### src/rtl/mm_pkg.sv
// mm_pkg
//   Shared definitions for the matrix-vector sequencer slice.
//   Holds the default element width, matrix dimension and compute-wait
//   limit, plus the sequencer state encoding.
package mm_pkg;

  localparam int DEF_DATA_WIDTH = 8;
  localparam int DEF_DEPTH      = 8;
  localparam int DEF_WAIT_MAX   = 24;

  typedef enum logic [2:0] {
    IDLE,
    FETCH,
    FILL,
    WAIT,
    CAPTURE,
    CLR
  } state_t;

endpackage

### src/rtl/mm_xpose_buf.sv
// mm_xpose_buf
//   (DEPTH+1)-word store. Words 0..DEPTH-1 hold the rows of A, word DEPTH
//   holds B. Rows are written whole; reads return one column of A together
//   with the matching element of B, which turns the row-major memory
//   layout into the column stream the datapath consumes.
//
// Ports
//   clk, rst_n : clock, asynchronous active-low reset (clears all words)
//   wr_en      : write one word
//   wr_row     : word index to write (0..DEPTH)
//   wr_data    : word data, element j in bits [j*DATA_WIDTH +: DATA_WIDTH]
//   rd_col     : column index to read (0..DEPTH-1)
//   rd_a       : rd_a[i] = A[i][rd_col]
//   rd_b       : B[rd_col]
module mm_xpose_buf
  import mm_pkg::*;
#(
  parameter int DATA_WIDTH = DEF_DATA_WIDTH,
  parameter int DEPTH      = DEF_DEPTH,
  localparam int ROW_W     = $clog2(DEPTH + 1),
  localparam int COL_W     = $clog2(DEPTH)
) (
  input  logic                                clk,
  input  logic                                rst_n,
  input  logic                                wr_en,
  input  logic [ROW_W-1:0]                    wr_row,
  input  logic [DEPTH*DATA_WIDTH-1:0]         wr_data,
  input  logic [COL_W-1:0]                    rd_col,
  output logic [DEPTH-1:0][DATA_WIDTH-1:0]    rd_a,
  output logic [DATA_WIDTH-1:0]               rd_b
);

  logic [DEPTH*DATA_WIDTH-1:0] words [DEPTH+1];

  // Row write port. Out-of-range row indices are dropped so a stray
  // write can never land outside the store.
  always_ff @(posedge clk or negedge rst_n) begin
    if (!rst_n) begin
      for (int r = 0; r <= DEPTH; r++) begin
        words[r] <= '0;
      end
    end else if (wr_en && (wr_row <= ROW_W'(DEPTH))) begin
      words[wr_row] <= wr_data;
    end
  end

  // Column read: pick the same element position out of every A row and
  // out of the B word.
  always_comb begin
    int unsigned col_base;
    col_base = int'(rd_col) * DATA_WIDTH;
    for (int i = 0; i < DEPTH; i++) begin
      rd_a[i] = words[i][col_base +: DATA_WIDTH];
    end
    rd_b = words[DEPTH][col_base +: DATA_WIDTH];
  end

endmodule

### src/rtl/mm_sequencer.sv
// mm_sequencer
//   Runs one matrix-vector multiply per start pulse: fetches DEPTH rows of
//   A plus the B vector from memory, streams A column by column with the
//   matching B element into the MAC datapath, waits for the datapath (or a
//   timeout), captures the accumulators into result and clears the
//   datapath.
//
// Ports
//   clk, rst_n       : clock, asynchronous active-low reset
//   start            : one-cycle run request, honoured only in IDLE
//   base_addr        : word address of A row 0; B sits at base_addr+DEPTH
//   busy             : high whenever the sequencer is not IDLE
//   result_valid     : one-cycle pulse, result holds a new vector
//   result           : captured product vector, held until next capture
//   mem_read         : read request, held with mem_addr while stalled
//   mem_addr         : read word address
//   mem_waitrequest  : memory stall
//   mem_rdata        : read data, element j in byte lane j
//   mem_rvalid       : read data valid, responses arrive in order
//   mm_wren          : datapath FIFO write strobe (FILL only)
//   mm_clr           : datapath accumulator clear (CLR only)
//   mm_a_mat         : one column of A
//   mm_b_vec         : one element of B
//   mm_done          : datapath done level
//   mm_sum           : datapath accumulators
module mm_sequencer
  import mm_pkg::*;
#(
  parameter int DATA_WIDTH = DEF_DATA_WIDTH,
  parameter int DEPTH      = DEF_DEPTH,
  parameter int ADDR_W     = 32,
  parameter int WAIT_MAX   = DEF_WAIT_MAX
) (
  input  logic                                 clk,
  input  logic                                 rst_n,
  input  logic                                 start,
  input  logic [ADDR_W-1:0]                    base_addr,
  output logic                                 busy,
  output logic                                 result_valid,
  output logic [DEPTH-1:0][3*DATA_WIDTH-1:0]   result,
  output logic                                 mem_read,
  output logic [ADDR_W-1:0]                    mem_addr,
  input  logic                                 mem_waitrequest,
  input  logic [DEPTH*DATA_WIDTH-1:0]          mem_rdata,
  input  logic                                 mem_rvalid,
  output logic                                 mm_wren,
  output logic                                 mm_clr,
  output logic [DEPTH-1:0][DATA_WIDTH-1:0]     mm_a_mat,
  output logic [DATA_WIDTH-1:0]                mm_b_vec,
  input  logic                                 mm_done,
  input  logic [DEPTH-1:0][3*DATA_WIDTH-1:0]   mm_sum
);

  localparam int CNT_W  = $clog2(DEPTH + 2);
  localparam int ROW_W  = $clog2(DEPTH + 1);
  localparam int COL_W  = $clog2(DEPTH);
  localparam int WCNT_W = $clog2(WAIT_MAX + 1);

  state_t                          state;
  logic [CNT_W-1:0]                iss_cnt;
  logic [CNT_W-1:0]                rcv_cnt;
  logic [COL_W-1:0]                fill_cnt;
  logic [WCNT_W-1:0]               wait_cnt;
  logic                            buf_wr;
  logic [COL_W-1:0]                col_sel;
  logic [DEPTH-1:0][DATA_WIDTH-1:0] col_a;
  logic [DATA_WIDTH-1:0]           col_b;

  assign busy = (state != IDLE);

  // Buffer control. Responses are only stored while fetching and only up
  // to the expected DEPTH+1. The read column runs one ahead of the FILL
  // counter because the output registers load the next column each cycle;
  // outside FILL it rests on column 0 so the first column is ready on the
  // FETCH-to-FILL edge.
  always_comb begin
    buf_wr  = (state == FETCH) && mem_rvalid && (rcv_cnt <= CNT_W'(DEPTH));
    col_sel = '0;
    if ((state == FILL) && (fill_cnt != COL_W'(DEPTH - 1))) begin
      col_sel = fill_cnt + COL_W'(1);
    end
  end

  mm_xpose_buf #(
    .DATA_WIDTH (DATA_WIDTH),
    .DEPTH      (DEPTH)
  ) u_xpose_buf (
    .clk     (clk),
    .rst_n   (rst_n),
    .wr_en   (buf_wr),
    .wr_row  (ROW_W'(rcv_cnt)),
    .wr_data (mem_rdata),
    .rd_col  (col_sel),
    .rd_a    (col_a),
    .rd_b    (col_b)
  );

  // Sequencer FSM with all counters and registered outputs.
  // FETCH tracks issued and received reads separately so requests can be
  // pipelined ahead of responses. The last response is B itself, which is
  // being written into the buffer on the same edge, so B[0] for the first
  // FILL cycle is taken straight from mem_rdata.
  always_ff @(posedge clk or negedge rst_n) begin
    if (!rst_n) begin
      state        <= IDLE;
      iss_cnt      <= '0;
      rcv_cnt      <= '0;
      fill_cnt     <= '0;
      wait_cnt     <= '0;
      mem_read     <= 1'b0;
      mem_addr     <= '0;
      mm_wren      <= 1'b0;
      mm_clr       <= 1'b0;
      mm_a_mat     <= '0;
      mm_b_vec     <= '0;
      result       <= '0;
      result_valid <= 1'b0;
    end else begin
      case (state)
        IDLE: begin
          if (start) begin
            state    <= FETCH;
            mem_addr <= base_addr;
            mem_read <= 1'b1;
            iss_cnt  <= '0;
            rcv_cnt  <= '0;
          end
        end

        FETCH: begin
          if (mem_read && !mem_waitrequest) begin
            iss_cnt <= iss_cnt + CNT_W'(1);
            if (iss_cnt == CNT_W'(DEPTH)) begin
              mem_read <= 1'b0;
            end else begin
              mem_addr <= mem_addr + ADDR_W'(1);
            end
          end
          if (buf_wr) begin
            rcv_cnt <= rcv_cnt + CNT_W'(1);
            if (rcv_cnt == CNT_W'(DEPTH)) begin
              state    <= FILL;
              mem_read <= 1'b0;
              mm_wren  <= 1'b1;
              fill_cnt <= '0;
              mm_a_mat <= col_a;
              mm_b_vec <= mem_rdata[DATA_WIDTH-1:0];
            end
          end
        end

        FILL: begin
          if (fill_cnt == COL_W'(DEPTH - 1)) begin
            state    <= WAIT;
            mm_wren  <= 1'b0;
            mm_a_mat <= '0;
            mm_b_vec <= '0;
            wait_cnt <= '0;
          end else begin
            fill_cnt <= fill_cnt + COL_W'(1);
            mm_a_mat <= col_a;
            mm_b_vec <= col_b;
          end
        end

        WAIT: begin
          if (mm_done || (wait_cnt == WCNT_W'(WAIT_MAX - 1))) begin
            state <= CAPTURE;
          end else begin
            wait_cnt <= wait_cnt + WCNT_W'(1);
          end
        end

        CAPTURE: begin
          result       <= mm_sum;
          mm_clr       <= 1'b1;
          result_valid <= 1'b1;
          state        <= CLR;
        end

        CLR: begin
          mm_clr       <= 1'b0;
          result_valid <= 1'b0;
          state        <= IDLE;
        end

        default: begin
          state <= IDLE;
        end
      endcase
    end
  end

endmodule

### config.mk
export PLATFORM = sky130hd
export DESIGN_NAME = mm_sequencer
export DESIGN_NICKNAME = d
export VERILOG_FILES = /design/src/rtl/mm_pkg.sv /design/src/rtl/mm_xpose_buf.sv /design/src/rtl/mm_sequencer.sv
export SDC_FILE = /design/constraint.sdc
export NUM_CORES = 2
export LEC_CHECK = 0
export CAP_MARGIN = 10
export CORE_ASPECT_RATIO = 0.7
export CORE_MARGIN = 1.5
export CORE_UTILIZATION = 54
export CTS_CLUSTER_SIZE = 25
export DETAILED_ROUTE_END_ITERATION = 6
export HOLD_SLACK_MARGIN = 0.15
export PLACE_DENSITY = 0.87
export REMOVE_ABC_BUFFERS = 1
export SLEW_MARGIN = 20
export SYNTH_ARGS = -nofsm -noshare
export SYNTH_HDL_FRONTEND = slang
export SYNTH_HIERARCHICAL = 1
export SYNTH_SLANG_ARGS = --single-unit
### constraint.sdc
create_clock -name clk -period 3.5 [get_ports clk]
set_input_delay 0.35 -clock clk [delete_from_list [all_inputs] [get_ports clk]]
set_output_delay 0.35 -clock clk [all_outputs]
set_load 0.05 [all_outputs]
# Word-level counts from Yosys, hierarchy flattened

Index checks and enable logic that the tools add are counted.

Multiplexer cells: 45
Shift operators: 9
Equality and inequality tests: 19
Bitwise gates (word level): 1
Add/sub/neg operators: 5
Reduce and logical (&&, ||, !) cells: 23
$lt $le $gt $ge: 3

Operators by type and width:

| kind                    | number |
|---|---|
| $bwmux W576             | 1 |
| $shiftx A64 B7 Y8       | 9 |
| $demux W64 S4           | 1 |
| $mux W64                | 4 |
| $pmux W64 S2            | 1 |
| $mux W32                | 3 |
| $pmux W32 S2            | 1 |
| $add A32 B1 Y32 const B | 1 |
| $mux W3                 | 9 |
| $mux W8                 | 3 |
| $pmux W4 S2             | 2 |
| $pmux W8 S2             | 1 |
| $pmux W3 S5             | 1 |
| $mux W4                 | 3 |
| $reduce_and A3 Y1       | 4 |
| $reduce_and A4 Y1       | 3 |
| $mux W5                 | 2 |
| $ne A2 B2 Y1 const B    | 5 |
| $pmux W5 S2             | 1 |
| $eq A3 B3 Y1 const B    | 3 |
| $add A4 B1 Y4 const B   | 2 |
| $eq A4 B4 Y1 const B    | 2 |
| $mux W1                 | 8 |
| $ne A2 B1 Y1 const B    | 4 |
| 20 further kinds        | 31 |

Flip-flop bits (word level): 894
Logic and storage cells: 140

# Longest topological paths before layout

Word-level depth: 7
Depth in mapped cells: 11
Gate-level depth less buffers: 8

# By module

Netlist, hierarchy kept.

By module, submodules not included:

| module       | instances | cells an instance | area each (um^2) |
|---|---|---|---|
| mm_xpose_buf | 1         | 1482              | 25869.8 |
| mm_sequencer | 1         | 1101              | 13299.0 |

# Worst setup path after synthesis

No wires, ideal clock.

Path type: register to register
Start: register state[2]
End: register mm_b_vec[0]
Buffers on the path: 4
Path slack: 0.705 ns
Arrival: 2.661 ns
Cell stages (with the launch flop): 12
Data required time: 3.366 ns
Cells stage by stage: dfrtp_1 -> buf_6 -> or3b_2 -> nor2_1 -> and2_1 -> clkbuf_1 -> buf_2 -> buf_2 -> mux4_2 -> mux2_2 -> nand3b_1 -> o21ai_0

Cells in the longest elaborated chain, start to end: 6
Elaborated cells between the ends (all ways): 13
Classes of those cells: eq/ne: 4; shift: 1; mux: 3; reduce/logical: 5

Ends and longest elaborated chain:

| element                | line                | RTL |
|---|---|---|
| start, declared        | mm_sequencer.sv:59  | `state_t state;` |
| start signal, assigned | mm_sequencer.sv:105 | `state <= IDLE;` |
| start signal, assigned | mm_sequencer.sv:122 | `state <= FETCH;` |
| start signal, assigned | mm_sequencer.sv:142 | `state <= FILL;` |
| $eq A3 B2 Y1           | mm_sequencer.sv:79  | `if ((state == FILL) && (fill_cnt != COL_W'(DEPTH - 1))) begin` |
| $logic_and A1 B1 Y1    | mm_sequencer.sv:79  |  |
| $mux W3                | mm_sequencer.sv:79  |  |
| via col_sel[2]         | mm_sequencer.sv:65  | `logic [COL_W-1:0] col_sel;` |
| $shiftx A64 B7 Y8      | mm_xpose_buf.sv:55  | `rd_b = words[DEPTH][col_base +: DATA_WIDTH];` |
| via col_b[0]           | mm_sequencer.sv:67  | `logic [DATA_WIDTH-1:0] col_b;` |
| $mux W8                | mm_sequencer.sv:153 | `if (fill_cnt == COL_W'(DEPTH - 1)) begin` |
| $pmux W8 S2            | mm_sequencer.sv:119 | `case (state)` |
| end signal, assigned   | mm_sequencer.sv:147 | `mm_b_vec <= mem_rdata[DATA_WIDTH-1:0];` |
| end signal, assigned   | mm_sequencer.sv:162 | `mm_b_vec <= col_b;` |
| end, declared          | mm_sequencer.sv:49  | `output logic [DATA_WIDTH-1:0] mm_b_vec,` |

The timed path passes the listed nets, and every way through them passes these cells.
A chain may end at the register's enable or synchronous reset.

# Final worst setup path

Start: register state[1]
End: register u_xpose_buf/words[383] (netlist bit)

Cells in the longest elaborated chain, start to end: 4

Ends and longest elaborated chain:

| element                           | line               | RTL |
|---|---|---|
| $eq A3 B1 Y1                      | mm_sequencer.sv:77 | `buf_wr = (state == FETCH) && mem_rvalid && (rcv_cnt <= CNT_W'(DEPTH));` |
| $logic_and A1 B1 Y1 (2 in series) | mm_sequencer.sv:77 |  |
| via buf_wr                        | mm_sequencer.sv:64 | `logic buf_wr;` |
| $logic_and A1 B1 Y1               | mm_xpose_buf.sv:42 | `end else if (wr_en && (wr_row <= ROW_W'(DEPTH))) begin` |
| end signal, assigned by index     | mm_xpose_buf.sv:43 | `words[wr_row] <= wr_data;` |
| end, declared                     | mm_xpose_buf.sv:33 | `logic [DEPTH*DATA_WIDTH-1:0] words [DEPTH+1];` |

The timed path passes the listed nets, and every way through them passes these cells.

==> impl_table.tex <==
\begin{tabular}{lr}
\hline
Metric & Value \\
\hline
\multicolumn{2}{l}{\textbf{Outcome}} \\
Result of the run & finished, final reports clean \\
\multicolumn{2}{l}{\textbf{CTS}} \\
Number of levels in the clock H-tree & 3 \\
PostCTS Resize Cnt & 0 \\
Clock Tree Root & clkbuf\_16 \\
Number of buffers added for setup after CTS & 0 \\
Buffer levels on the longest clock path & 3 \\
Later-pin clock latency in the skew report & $\sim$0.64 ns \\
Inserted Clock Buffers & 86 \\
Clock transition at the register clock pins on the worst setup and hold paths after CTS & 0.06 ns \\
TritonCTS clock tree & built \\
CTS Sinks & a little under 900 \\
\multicolumn{2}{l}{\textbf{Yosys}} \\
FFs w/ async S/R, synth & 1.00 \\
Flip-flop and latch count after synthesis & 894 \\
Number of flops mapped to enable cells by yosys & 0 \\
Mapped cell area & 0.0392 sq mm \\
Distinct cell type count after synthesis & 69 \\
Sequential share of the synthesized area & 0.571 \\
Synthesized area per cell & 15.2 sq um \\
Count of warnings emitted by yosys & 6 \\
Instance count of the mapped netlist & 2,583 \\
Top flip-flop cell by instance count after synthesis & dfrtp\_1 \\
\multicolumn{2}{l}{\textbf{Power}} \\
Max rail drop VDD & 0.878 mV \\
Leak pwr & 22.2 nW \\
Total power divided by cell area & 849 mW/mm\^{}2 \\
Design Power & approximately 0.042 W \\
\multicolumn{2}{l}{\textbf{Place}} \\
Minimum setup slack after placement & 0.483 ns \\
Cell area after placement & between 0.04 and 0.05 sq mm \\
Placed Cells & 4,045 \\
Count of buffers inserted at the top-level ports & 594 \\
GP Congestion & 0.927 \\
Final HPWL from detailed placement & 74,900 um \\
\multicolumn{2}{l}{\textbf{Global routing}} \\
Pin count of the biggest net entering global routing & 129 \\
Antenna violations before repair & 9 \\
First-pass GRT wire length & 172,000 um \\
Number of global-route vias before repair & 26,800 \\
All-layer global routing usage & 0.304 \\
Grt total ovfl & 0 \\
\multicolumn{2}{l}{\textbf{Setup path}} \\
Required time of the worst setup path & around 4 ns \\
Slowest cell on the critical path & and3\_2 \\
Type of the worst setup path & reg -> reg \\
Data arrival time of the critical path & 3.60 ns \\
Delay contributed by the slowest stage of the critical path & 0.46 ns \\
Kind of cell with the highest combined delay on the critical path & simple AND/OR/NAND/NOR gates \\
Cell-by-cell listing of the critical path & buf\_4 > or3b\_1 > a211oi\_4 > nor3b\_2 > and3\_2 > buf\_12 > mux2\_2 \\
Worst setup EP type & register \\
Number of buffers and inverters on the critical path & 2 \\
Largest fanout of any net on the critical path & 40 \\
Nature of the critical path startpoint & register \\
\multicolumn{2}{l}{\textbf{Cells and area}} \\
Final net count & 3,470 \\
Layout cell share with drive strength beyond 1 & 0.378 \\
Most used cells in the layout excluding fill and tap cells & dfrtp\_1, mux2\_2, clkdlybuf4s50\_1 \\
Cell area after layout & 0.0493 sq mm \\
Number of fill cells in the layout & 4,743 \\
Final core utilization & 0.688 \\
Reg area & 0.0224 sq mm \\
Syn-to-layout area delta & 25.9\% \\
Fin cells & 4,206 \\
Most common cell after layout, fill and taps aside & dfrtp\_1 \\
Area occupied by multi-input gates & roughly 0.016 sq mm \\
\multicolumn{2}{l}{\textbf{Floorplanning}} \\
Die area & 0.0742 sq mm \\
Die Span Y & between 200 and 250 um \\
Core outline area & 0.0717 sq mm \\
Die extent in x & 325 um \\
Effective utilization at floorplan & 0.546 \\
Num ports & 595 \\
Row Count & 82 \\
\multicolumn{2}{l}{\textbf{Drt}} \\
TritonRoute pass-1 iters & 5 \\
Violation count after the first detailed-route iteration & 1,921 \\
WL final & about 110,000 um \\
WL per Instance & 26.6 um \\
Remaining antenna violation count after routing & 0 \\
DRC violations left & 0 \\
Via-to-Cell Ratio & 5.99 \\
Number of vias after detailed routing & roughly 25,000 \\
\multicolumn{2}{l}{\textbf{STA}} \\
Max Transition Viols Final & 0 \\
Setup WS post-layout & approximately 0.43 ns \\
Number of hold-slack violations in the final timing report & 0 \\
Tightest Pin Transition & 1.05 ns \\
Fin Clk Skew & 0.0159 ns \\
Number of failing setup endpoints in the final timing report & 0 \\
RSZ-0062 raised after global routing & no \\
Max Fclk & 0.326 GHz \\
Slew headroom & 0.298 \\
Time the final worst path needs with I/O delays and setup & 3.07 ns \\
Final critical-path share of the clock period & 0.877 \\
\multicolumn{2}{l}{\textbf{Job}} \\
Max-cap violations & 0 \\
\multicolumn{2}{l}{\textbf{Worst hold path}} \\
Path class of the lowest-slack min-delay path & in -> reg \\
\hline
\end{tabular}
## synthesized netlist by cell type, types with 6 or more instances
master | number | share of area
a21o_1 | 6 | 0.0011
a21oi_1 | 26 | 0.0033
a2bb2oi_1 | 6 | 0.0013
and3_1 | 15 | 0.0024
buf_1 | 6 | 0.00057
buf_2 | 90 | 0.011
buf_4 | 11 | 0.0021
buf_6 | 15 | 0.0043
clkbuf_1 | 45 | 0.0043
dfrtp_1 | 894 | 0.57
ha_1 | 8 | 0.0026
inv_1 | 8 | 0.00077
mux2_2 | 782 | 0.22
mux2_4 | 60 | 0.023
mux2i_1 | 11 | 0.0028
mux4_2 | 144 | 0.083
nand2_1 | 163 | 0.016
nand3_1 | 21 | 0.0027
nand3b_1 | 12 | 0.0023
nand4_1 | 9 | 0.0014
nand4b_1 | 6 | 0.0013
nor2_1 | 50 | 0.0048
nor3_1 | 13 | 0.0017
nor4_1 | 7 | 0.0011
o21ai_0 | 34 | 0.0043
o21ai_1 | 57 | 0.0073
o22ai_1 | 6 | 0.00096
## worst paths after layout
check / startpoint / slack (ns) / cells after the start / to
max in group asynchronous: rst_n / 2.07 / 3 / mm_a_mat[44]
worst min-delay path: base_addr[0] / 0.26 / 3 / mem_addr[0]
min in group asynchronous: rst_n / 0.38 / 2 / u_xpose_buf/words[428]
worst min register to register: mm_a_mat[5] / 0.48 / 2 / mm_a_mat[5]
worst max-delay path: state[1] / 0.43 / 7 / u_xpose_buf/words[383]
worst max register to register: state[1] / 0.43 / 7 / u_xpose_buf/words[383]
## tightest hold or removal path, stage by stage
cell and delay (ns):
clkdlybuf4s50_1 0.40, nand3_1 0.07, nand2_1 0.05
## state kept, by name (all words and copies together) (netlist names)
signal and count:
u_xpose_buf/words 576, result 192, mm_a_mat 64, mem_addr 32
mm_b_vec 8, wait_cnt 5, iss_cnt 4, rcv_cnt 4
fill_cnt 3, state 3, mem_read 1, mm_clr 1
mm_wren 1
## logic make-up (layout without fill, tap and decap cells)
family	Yosys count	count (layout)	share of synthesized area
and+or+nand+nor	328	328	0.0410
DFF	894	894	0.571
muxes	997	997	0.333
buffers and inverters	176	829	0.0237
AOI/OAI and AO/OA	174	174	0.0268
other	0	4	0
xor gates and xnor gates	6	6	0.00134
adders and majority gates	8	8	0.00256
## where the power goes
| part | internal, W | switching (W) | total, W |
|---|---|---|---|
| combinational | 0.00673 | 0.00894 | 0.0157 |
| sequential | 0.0139 | 0.00246 | 0.0164 |
| clock | 0.00577 | 0.00404 | 0.00981 |
## metrics by stage
step / setup TNS [ns] / hold WS, ns
detailed placement: 0 / 0.476
floorplan: -3313.55 / 0.0544
global route: 0 / 0.266
CTS: 0 / 0.226
finish: 0 / 0.265
global placement: 0 / 0.465
## layer usage
metal / global-route usage / vias up / part of all wire
met1: 0.432 / 13500 / 0.43
met3: 0.0821 / 161 / 0.081
met4: 0.0688 / 6 / 0.019
met2: 0.470 / 956 / 0.47
met5: 0 / - / 0.00031
li1: - / 10600 / -
## area by class of cell
| cell class | instances | area share |
|---|---|---|
| antenna | 4 | 0.000203 |
| clock buffer | 128 | 0.0524 |
| clock inverter | 28 | 0.00799 |
| inverter | 8 | 0.000609 |
| multi-input combinational | 1513 | 0.323 |
| sequential | 894 | 0.453 |
| tap | 966 | 0.0245 |
| timing repair buffer | 665 | 0.138 |
## what timing repair did
item,CTS,global route
hold buffers,1,0
endpoints found under the hold margin,78,0
setup endpoints to repair,0,0
(Power assumes the default switching activity.)
==> RTL change: new RTL, same settings <==
Change the parameter `ADDR_W` from 32 to 16.
--- a/src/rtl/mm_sequencer.sv
+++ b/src/rtl/mm_sequencer.sv
@@ -30,3 +30,3 @@
   parameter int DEPTH      = DEF_DEPTH,
-  parameter int ADDR_W     = 32,
+  parameter int ADDR_W     = 16,
   parameter int WAIT_MAX   = DEF_WAIT_MAX
Ports: changed (resized base_addr and mem_addr); port bits go from 595 to 563. No check against the original RTL was run, so the function may have changed too.
==> RTL change against the unedited design <==
- worst setup slack worse by 120 ps
- highest routed layer unchanged
- wire length shrank 5.5%
- design area decreased by 3.0%
- utilization fell by 0.35 points
- area after synthesis shrank 2.3%
- clock skew up 8.6 ps
- sequential cell count fell by 16
- total power up 5.3%
- critical endpoint is now mm_a_mat[31]
- die area shrank 2.3%
- hold slack got worse by 30 ps
==> RTL change: results (changes against the unedited design) <==
metric	value	unit	change
use_met2	43.73	%	was 47.05%
fill_cells	4737		was 4743
nets	3683		was 3470
m1WireLength	46510	um	was 48490 um
dp_cells	4224		was 4045
drt-initial-drc-count	2147		was 1921
grt_pass1_wl	161700	um	was 171600 um
cpPeakStageDelay	530	ps	was 460 ps
power	44110	uW	was 41890 uW
grt_pass1_vias	26310		was 26810
antenna_found_initial	11		was 9
synth_common_cells	878 x dfrtp_1, 731 x nand2_1, 590 x mux2_2, 144 x mux4_2, 110 x buf_2		was 894 x dfrtp_1, 782 x mux2_2, 163 x nand2_1, 144 x mux4_2, 90 x buf_2
p_leak	0.02144	uW	was 0.02223 uW
routabilityCongestion	0.9153		was 0.9269
synth.area.top_cells	dfrtp_1 57%, mux2_2 17%, mux4_2 8.5%, nand2_1 7.2%, mux2_4 2.4%		was dfrtp_1 57%, mux2_2 22%, mux4_2 8.3%, mux2_4 2.3%, nand2_1 1.6%
path_max_fanout	22		was 40
track_usage	29.45	%	was 30.37%
worstMarginPinSlew	857.4	ps	was 1053 ps
wl_met2	47210	um	was 51980 um
p_per_area	921.7	mW/mm^2	was 849.2 mW/mm^2
buf_share	13.85	%	was 13.78%
synthXorXnorAreaFrac	0.09156	%	was 0.1342%
dpl_cell_area	0.04509	mm^2	was 0.04633 mm^2
skew	24.48	ps	was 15.91 ps
flops_and_latches	878		was 894
port_buffers	562		was 594
inverters	9		was 8
synth.yosys.seq_area_share	57.42	%	was 57.12%
grt.met1_usage	41.82	%	was 43.18%
nClkBuffers	118		was 128
pwr-share-clk	20.8	%	was 23.4%
outcome	complete, no violations		unchanged
n_antenna_cell	6		was 4
final-clk-cell-share	5.723	%	was 6.036%
## RTL change: repair_timing
item,4_1_cts,5_1_grt
hold buffers,1,0
endpoints found under the hold margin,113,0
buffers inserted,0,0
## RTL change: path summary, 6_finish.rpt
| path | startpoint | end | slack, ps | depth (start not counted) |
|---|---|---|---|---|
| worst max-delay path | state[2] | mm_a_mat[31] | 310 | 10 |
| worst min-delay path | mm_sum[20] | result[20] | 240 | 3 |
| worst max register to register | state[2] | mm_a_mat[31] | 310 | 10 |
| worst min register to register | result[174] | result[174] | 480 | 2 |
| max in group asynchronous | rst_n | result[28] | 2100 | 3 |
| min in group asynchronous | rst_n | u_xpose_buf/words[101] | 270 | 2 |
## RTL change: worst min-delay path: stages
cell	delay (ps)
clkdlybuf4s50_1	390
nand2_1	50
nand2_1	40
## RTL change: per-stage QoR
stage,worst slack [ps],hold slack [ps]
after floorplan,-11050,54.41
final,313.0,235.1
after global routing,102.1,219.0
after global placement,391.9,360.1
after detailed placement,305.2,365.4
after CTS,262.5,197.3
